**src/rtl/stream_byte_swapper.sv**
```systemverilog
// stream_byte_swapper
//
// Streaming byte-order reversal stage for a valid/ready datapath. Each beat
// is split into groups of 2**in_size_log2 bytes and the byte order inside
// every group is reversed (output byte i = input byte i XOR (G-1)). Byte
// enables follow the same permutation. A group size larger than the bus is
// flagged on out_err, the beat passes through unchanged, and a saturating
// counter records how many such beats were accepted.
//
// The permutation is combinational on the input side. Storage is one output
// register plus one skid register, so the stage runs at one beat per cycle
// and in_ready is a plain register with no path from out_ready.
//
// Ports
//   clk, rst          clock, synchronous active-high reset
//   in_valid/in_ready input handshake
//   in_data           8*DATA_BYTES bits, byte 0 in [7:0]
//   in_keep           byte enables, bit i qualifies byte i
//   in_last           end of packet, passed through
//   in_size_log2      log2 of the swap group size in bytes
//   out_valid/out_ready output handshake
//   out_data/out_keep permuted data and enables
//   out_last          delayed in_last
//   out_err           beat carried an illegal in_size_log2
//   err_count         saturating count of accepted illegal beats
module stream_byte_swapper #(
    parameter int DATA_BYTES = 8,
    parameter int SW         = $clog2(DATA_BYTES) + 1,
    parameter int ERR_CNT_W  = 16
) (
    input  logic                    clk,
    input  logic                    rst,
    input  logic                    in_valid,
    output logic                    in_ready,
    input  logic [8*DATA_BYTES-1:0] in_data,
    input  logic [DATA_BYTES-1:0]   in_keep,
    input  logic                    in_last,
    input  logic [SW-1:0]           in_size_log2,
    output logic                    out_valid,
    input  logic                    out_ready,
    output logic [8*DATA_BYTES-1:0] out_data,
    output logic [DATA_BYTES-1:0]   out_keep,
    output logic                    out_last,
    output logic                    out_err,
    output logic [ERR_CNT_W-1:0]    err_count
);

    localparam int LG = $clog2(DATA_BYTES);
    localparam int DW = 8 * DATA_BYTES;

    // ------------------------------------------------------------------
    // Combinational permutation of the incoming beat
    // ------------------------------------------------------------------
    logic          size_ok;
    logic [LG-1:0] swp_mask;
    logic [LG-1:0] src;
    logic [DW-1:0] sw_data;
    logic [DATA_BYTES-1:0] sw_keep;

    assign size_ok = (in_size_log2 <= SW'(LG));

    // XOR mask is G-1; an illegal size forces identity mapping.
    always_comb begin
        swp_mask = '0;
        if (size_ok) begin
            swp_mask = LG'((32'd1 << in_size_log2) - 32'd1);
        end
    end

    always_comb begin
        sw_data = '0;
        sw_keep = '0;
        src     = '0;
        for (int i = 0; i < DATA_BYTES; i++) begin
            src                 = LG'(i) ^ swp_mask;
            sw_data[8*i +: 8]   = in_data[{src, 3'b000} +: 8];
            sw_keep[i]          = in_keep[src];
        end
    end

    // ------------------------------------------------------------------
    // Output register + skid register
    // ------------------------------------------------------------------
    logic                  out_valid_q, out_valid_d;
    logic [DW-1:0]         out_data_q,  out_data_d;
    logic [DATA_BYTES-1:0] out_keep_q,  out_keep_d;
    logic                  out_last_q,  out_last_d;
    logic                  out_err_q,   out_err_d;

    logic                  skid_valid_q, skid_valid_d;
    logic [DW-1:0]         skid_data_q,  skid_data_d;
    logic [DATA_BYTES-1:0] skid_keep_q,  skid_keep_d;
    logic                  skid_last_q,  skid_last_d;
    logic                  skid_err_q,   skid_err_d;

    logic                  in_ready_q,   in_ready_d;
    logic [ERR_CNT_W-1:0]  err_cnt_q,    err_cnt_d;

    logic acc;
    logic out_load;

    // in_ready_q always mirrors !skid_valid_q, so an accepted beat can never
    // coincide with the skid draining; the skid is either the load source or
    // the input is, never both.
    assign acc      = in_valid && in_ready_q;
    assign out_load = !out_valid_q || out_ready;

    always_comb begin
        out_valid_d  = out_valid_q;
        out_data_d   = out_data_q;
        out_keep_d   = out_keep_q;
        out_last_d   = out_last_q;
        out_err_d    = out_err_q;
        skid_valid_d = skid_valid_q;
        skid_data_d  = skid_data_q;
        skid_keep_d  = skid_keep_q;
        skid_last_d  = skid_last_q;
        skid_err_d   = skid_err_q;
        err_cnt_d    = err_cnt_q;

        if (out_load) begin
            if (skid_valid_q) begin
                out_valid_d  = 1'b1;
                out_data_d   = skid_data_q;
                out_keep_d   = skid_keep_q;
                out_last_d   = skid_last_q;
                out_err_d    = skid_err_q;
                skid_valid_d = 1'b0;
            end else if (acc) begin
                out_valid_d  = 1'b1;
                out_data_d   = sw_data;
                out_keep_d   = sw_keep;
                out_last_d   = in_last;
                out_err_d    = !size_ok;
            end else begin
                // Payload is left as-is; only the valid flag drops.
                out_valid_d  = 1'b0;
            end
        end else if (acc) begin
            // Output stalled and occupied: park the beat in the skid.
            skid_valid_d = 1'b1;
            skid_data_d  = sw_data;
            skid_keep_d  = sw_keep;
            skid_last_d  = in_last;
            skid_err_d   = !size_ok;
        end

        if (acc && !size_ok && (err_cnt_q != '1)) begin
            err_cnt_d = err_cnt_q + ERR_CNT_W'(1);
        end

        in_ready_d = !skid_valid_d;
    end

    always_ff @(posedge clk) begin
        if (rst) begin
            out_valid_q  <= 1'b0;
            out_data_q   <= '0;
            out_keep_q   <= '0;
            out_last_q   <= 1'b0;
            out_err_q    <= 1'b0;
            skid_valid_q <= 1'b0;
            skid_data_q  <= '0;
            skid_keep_q  <= '0;
            skid_last_q  <= 1'b0;
            skid_err_q   <= 1'b0;
            in_ready_q   <= 1'b1;
            err_cnt_q    <= '0;
        end else begin
            out_valid_q  <= out_valid_d;
            out_data_q   <= out_data_d;
            out_keep_q   <= out_keep_d;
            out_last_q   <= out_last_d;
            out_err_q    <= out_err_d;
            skid_valid_q <= skid_valid_d;
            skid_data_q  <= skid_data_d;
            skid_keep_q  <= skid_keep_d;
            skid_last_q  <= skid_last_d;
            skid_err_q   <= skid_err_d;
            in_ready_q   <= in_ready_d;
            err_cnt_q    <= err_cnt_d;
        end
    end

    // The register already holds 1 during reset so ready is up in the very
    // first cycle after release; the rst term only masks it while in reset.
    assign in_ready  = in_ready_q && !rst;
    assign out_valid = out_valid_q;
    assign out_data  = out_data_q;
    assign out_keep  = out_keep_q;
    assign out_last  = out_last_q;
    assign out_err   = out_err_q;
    assign err_count = err_cnt_q;

endmodule

```
**config.mk**
```make
export PLATFORM = sky130hd
export DESIGN_NAME = stream_byte_swapper
export DESIGN_NICKNAME = d
export VERILOG_FILES = /design/src/rtl/stream_byte_swapper.sv
export SDC_FILE = /design/constraint.sdc
export NUM_CORES = 1
export LEC_CHECK = 0
export BUFFER_PORTS_ARGS = -buffer_cell sky130_fd_sc_hd__buf_2
export CAP_MARGIN = 5
export CORE_UTILIZATION = 30
export DETAILED_ROUTE_END_ITERATION = 12
export GPL_TIMING_DRIVEN = 1
export RECOVER_POWER = 50
export SLEW_MARGIN = 15
export SYNTH_ARGS = -nofsm -noshare
export SYNTH_HDL_FRONTEND = slang
export SYNTH_SLANG_ARGS = --single-unit
```
**constraint.sdc**
```tcl
create_clock -name clk -period 3 [get_ports clk]
set_input_delay 0.6 -clock clk [delete_from_list [all_inputs] [get_ports clk]]
set_output_delay 0.6 -clock clk [all_outputs]
set_load 0.05 [all_outputs]
```
# [Yosys cells after proc, flatten, opt, wreduce, memory -nomap -nowiden]
# Cells that the tools add are included.
# Widths: inputs -> output; s select.
[classes] shift=9 mul=0 bitwise_logic=8 n_eq_ne=1 magnitude_cmp=9 div_mod_pow=0 add_sub_neg=2 muxes=29 n_reduce_logical=12
[ops] op="$shiftx 64x7->8" count=8
[ops] op="$mux 64" count=2
[ops] op="$lt 3x4->1 const B" count=8
[ops] op="$bmux 1 s3" count=8
[ops] op="$add 16x1->16 const B" count=1
[ops] op="$mux 1" count=16
[ops] op="$mux 8" count=2
[ops] op="$ne 16x16->1 const B" count=1
[ops] op="$not 2->2" count=3
[ops] op="$le 4x2->1 const B" count=1
[ops] op="$logic_and 1x1->1" count=4
[ops] op="$logic_not 1->1" count=4
[ops] op="$not 1->1" count=4
[ops] op="$reduce_and 2->1" count=2
[ops] op="$shl 1x4->3 const A" count=1
[ops] op="$mux 3" count=1
[ops] op="$not 3->3" count=1
[ops] op="$sub 3x1->3 const B" count=1
[ops] op="$reduce_bool 2->1" count=1
[ops] op="$logic_or 1x1->1" count=1
[totals] word_cells=82 mem_bits_rw=0 register_bits=167 in_bits=81 rom_bits=0 output_inout_bits=92 latchBits=0 mem_count=0

# [Logic depth before layout (Yosys ltp)]
[depth] ltp_word=8 depth_mapped=8 depth_no_buf=5

# [Worst setup path before layout]
# OpenSTA, ideal clock, no wires.
[synth_path] path_type="input -> output" from="in rst" to="out in_ready" path_buffers=2 required_time_ns=2.400 setup_slack_ns=0.773 t_arrival_ns=1.627 path_stages=3 cell_sequence="clkbuf_1 clkbuf_1 nor2b_1"
[synth_between] elab_chain_cells=2
[synth_lines] item="from (decl)" line="32" text="input logic rst,"
[synth_lines] item="$logic_not 1->1" line="187" text="assign in_ready = in_ready_q && !rst;"
[synth_lines] item="$logic_and 1x1->1" line="187"
[synth_lines] item="to (decl)" line="34" text="output logic in_ready,"
# No other way between the ends.

# [Worst setup path in the final report]
[layout_path] from="in rst" to="reg skid_valid_q"
[layout_lines] item="to (signal assigned)" line="175" text="skid_valid_q <= skid_valid_d;"
[layout_lines] item="to (decl)" line="90" text="logic skid_valid_q, skid_valid_d;"
# No word-level cell between the ends.

==> run summary <==
Count of clock tree sinks - 167
Synth warn - 0
Dpl cell area - 0.0115 mm2
Die Width - 187 um
Fillcell total - 3512
# resized after CTS - 0
Die footprint - 0.0349 mm2
Final Hold Viols - 0
Setup Buffers After CTS - 0
Wirelength per Cell - 20.4 um
RSZ-0062 raised after global routing - no
Met2 Use GR - 31.3%
Worst Path Required - 3350 ps
Crit path kind - primary input to flop
Pre-CTS setup slack - 679 ps
Vias post-DR - 10473
Register Area - 0.00335 mm2
Post-Layout Cell Count - 1816
Crit path DAT - 2570 ps
Worst vdd ir - 0.438 mV
Crit share post-route - 74.0%
Post-route core utilization - 35.4%
GR Layer Usage met1 - 27.6%
Yosys cell types - 37
Worst Hold Class - primary input to flop
Vias in the first global route - 9355
Pleak - 4.57 nW
Cells along the critical path - buf_6 > clkbuf_4 > or3_1 > inv_1
Rel. slew slack - -16.4%
Port Buffer Count - 172
WL final - 37.0 mm
TritonRoute pass-1 iters - 5
Share of layout cells above drive strength 1 - 16.5%
Post-Layout Inst Area - 0.0119 mm2
Final #Nets - 1435
Crit. End Element - flop
GR Util All Layers - 20.6%
Status - finished, violations left
Clk_skew - 12.7 ps
Critical path's slowest cell - clkbuf_4
Dpl cells - 1782
Post-synth top flop - dfxtp_1
CTS tree - done
RePlAce Congestion - 0.841
Power Dens Cells - 509 mW/mm2
Synth area leader - dfxtp_1
Post-DP HPWL - 25.2 mm
Via/cell ratio - 5.77
Max Clock Freq - 0.451 GHz
Peak fanout along the critical path - 134
Finish-stage setup viols - 0
Clock transition at path regs - 70 ps
DRC - 0
Row count - 67
Routed Antenna Nets - 0
Post-synth top area share - 32.6%
Syn_area_per_cell - 8.04 um2
Clk buf depth - 2
Total gr overflow - 0
Initial Util - 30.5%
Root buf cell - clkbuf_16
IO Count - 173
Initial DRC Count - 968
Total CTS buffers - 17
Largest net degree at the start of global routing - 148
Yosys reg bits - 167
Mapped Area - 0.0103 mm2
Syn-to-layout area delta - 16.0%
Startpoint Class - primary input
Top cells by area, synth - dfxtp_1, a21oi_1, o31ai_1
Failing checks - capacitance limit, slew limit
H-tree depth - 4
Grt met3 use - 5.29%
Hold_buf cts - 0
Die Span Y - 187 um
Fin. max-slew vios - 135
Max incr delay on CP - 1360 ps
Cells after Synth - 1275
Commonest cells post-synth - a21oi_1, dfxtp_1, nand2_1
Most numerous cell in the Yosys netlist - a21oi_1
EDFF count, synth - 0
Synth async-reset ratio - 0%
Syn nets - 1357
Max-cap viol count - 1
Fin Setup TNS - 0 ps
Worst-Margin Slew - 1750 ps
Min cycle time layout - 2220 ps
Initial antenna violation count - 3
Worst Slack Setup Final - 781 ps
Layer with the highest usage - met2
Clock Latency Late Sink - 460 ps
Core ar. - 0.0336 mm2
Register area share after synthesis - 32.6%
Area of the multi-input gates - 0.00624 mm2
First-pass GRT wire length - 56.1 mm
-- power breakdown --
part | total (W) | internal, W | leakage (nW) | switching, W
Sequential | 0.00243 | 0.00235 | 1.37 | 0.0000844
Combinational | 0.00145 | 0.000406 | 2.93 | 0.00104
Clock | 0.00218 | 0.00114 | 0.267 | 0.00104
-- worst max-delay path: cells and delay by family --
family,cells,cell delay (ps)
AND/OR/NAND/NOR,1,270
buffers and inverters,3,1650
-- per-layer routing --
metal / up-vias / wire [um]
met5: - / 11
met1: 5021 / 16200
met2: 434 / 16200
met4: 2 / 1260
met3: 69 / 3310
li1: 4947 / -
-- flip-flops by register name, summed over array words and instances, names as in the netlist --
register,flops
out_valid,1
skid_err_q,1
out_last,1
out_err,1
skid_valid_q,1
err_count,16
in_ready_q,1
skid_data_q,64
out_data,64
out_keep,8
skid_last_q,1
skid_keep_q,8
-- path summary, 6_finish.rpt --
kind / cells after the start / slack, ps / endpoint / from
setup reg to reg: 5 / 1010 / skid_data_q[60] / out_valid
hold reg to reg: 2 / 460 / skid_data_q[0] / skid_data_q[0]
hold / removal: 3 / 400 / skid_last_q / in_last
setup / recovery: 4 / 780 / skid_valid_q / rst
-- per-stage QoR --
step                power (W)  hold WS, ps
detailed placement    0.00396          447
CTS                   0.00614          384
global route          0.00630          426
finish                0.00605          402
global placement      0.00394          442
floorplan             0.00349          436
-- cell type report --
class	count	area share, %
Clock buffer	20	3.93
Inverter	6	0.189
Tap cell	448	4.71
Antenna cell	2	0.0421
Clock inverter	12	0.800
Multi-Input combinational cell	961	52.5
Sequential cell	167	28.1
Timing Repair Buffer	200	9.68
-- placed cells by master (no fill, tap or decap), types with 2 or more instances in the layout --
master / Yosys / routed
a21oi_1: 232 / 231
dfxtp_1: 167 / 166
nand2_1: 156 / 156
o31ai_1: 150 / 150
buf_2: 18 / 87
clkbuf_1: 109 / 83
nor2_1: 78 / 77
mux2i_1: 75 / 75
and3_1: 74 / 74
a311oi_1: 50 / 60
a21boi_2: 58 / 58
clkbuf_16: 0 / 17
a21boi_1: 14 / 14
buf_4: 0 / 14
buf_12: 0 / 14
a311oi_2: 22 / 12
or3_1: 8 / 8
or4_1: 6 / 6
inv_1: 6 / 6
nand4_1: 5 / 5
nand3_1: 4 / 4
o21ai_1: 4 / 4
clkinvlp_4: 0 / 4
nor3_1: 2 / 3
o21ai_0: 3 / 3
clkinv_4: 0 / 3
clkbuf_8: 0 / 3
diode_2: 0 / 2
nor2b_1: 2 / 2
nand4b_1: 2 / 2
o311ai_0: 2 / 2
o41ai_1: 2 / 2
a211oi_1: 2 / 2
clkinv_2: 0 / 2
inv_6: 0 / 2
-- kinds of logic after synthesis --
kind of cell	share of synthesized area [%]
compound gates	38.1
simple gates	15.6
flops	32.6
buf+inv	6.11
mux	7.43
fa+ha+maj	0.122
(Power assumes the default switching activity.)
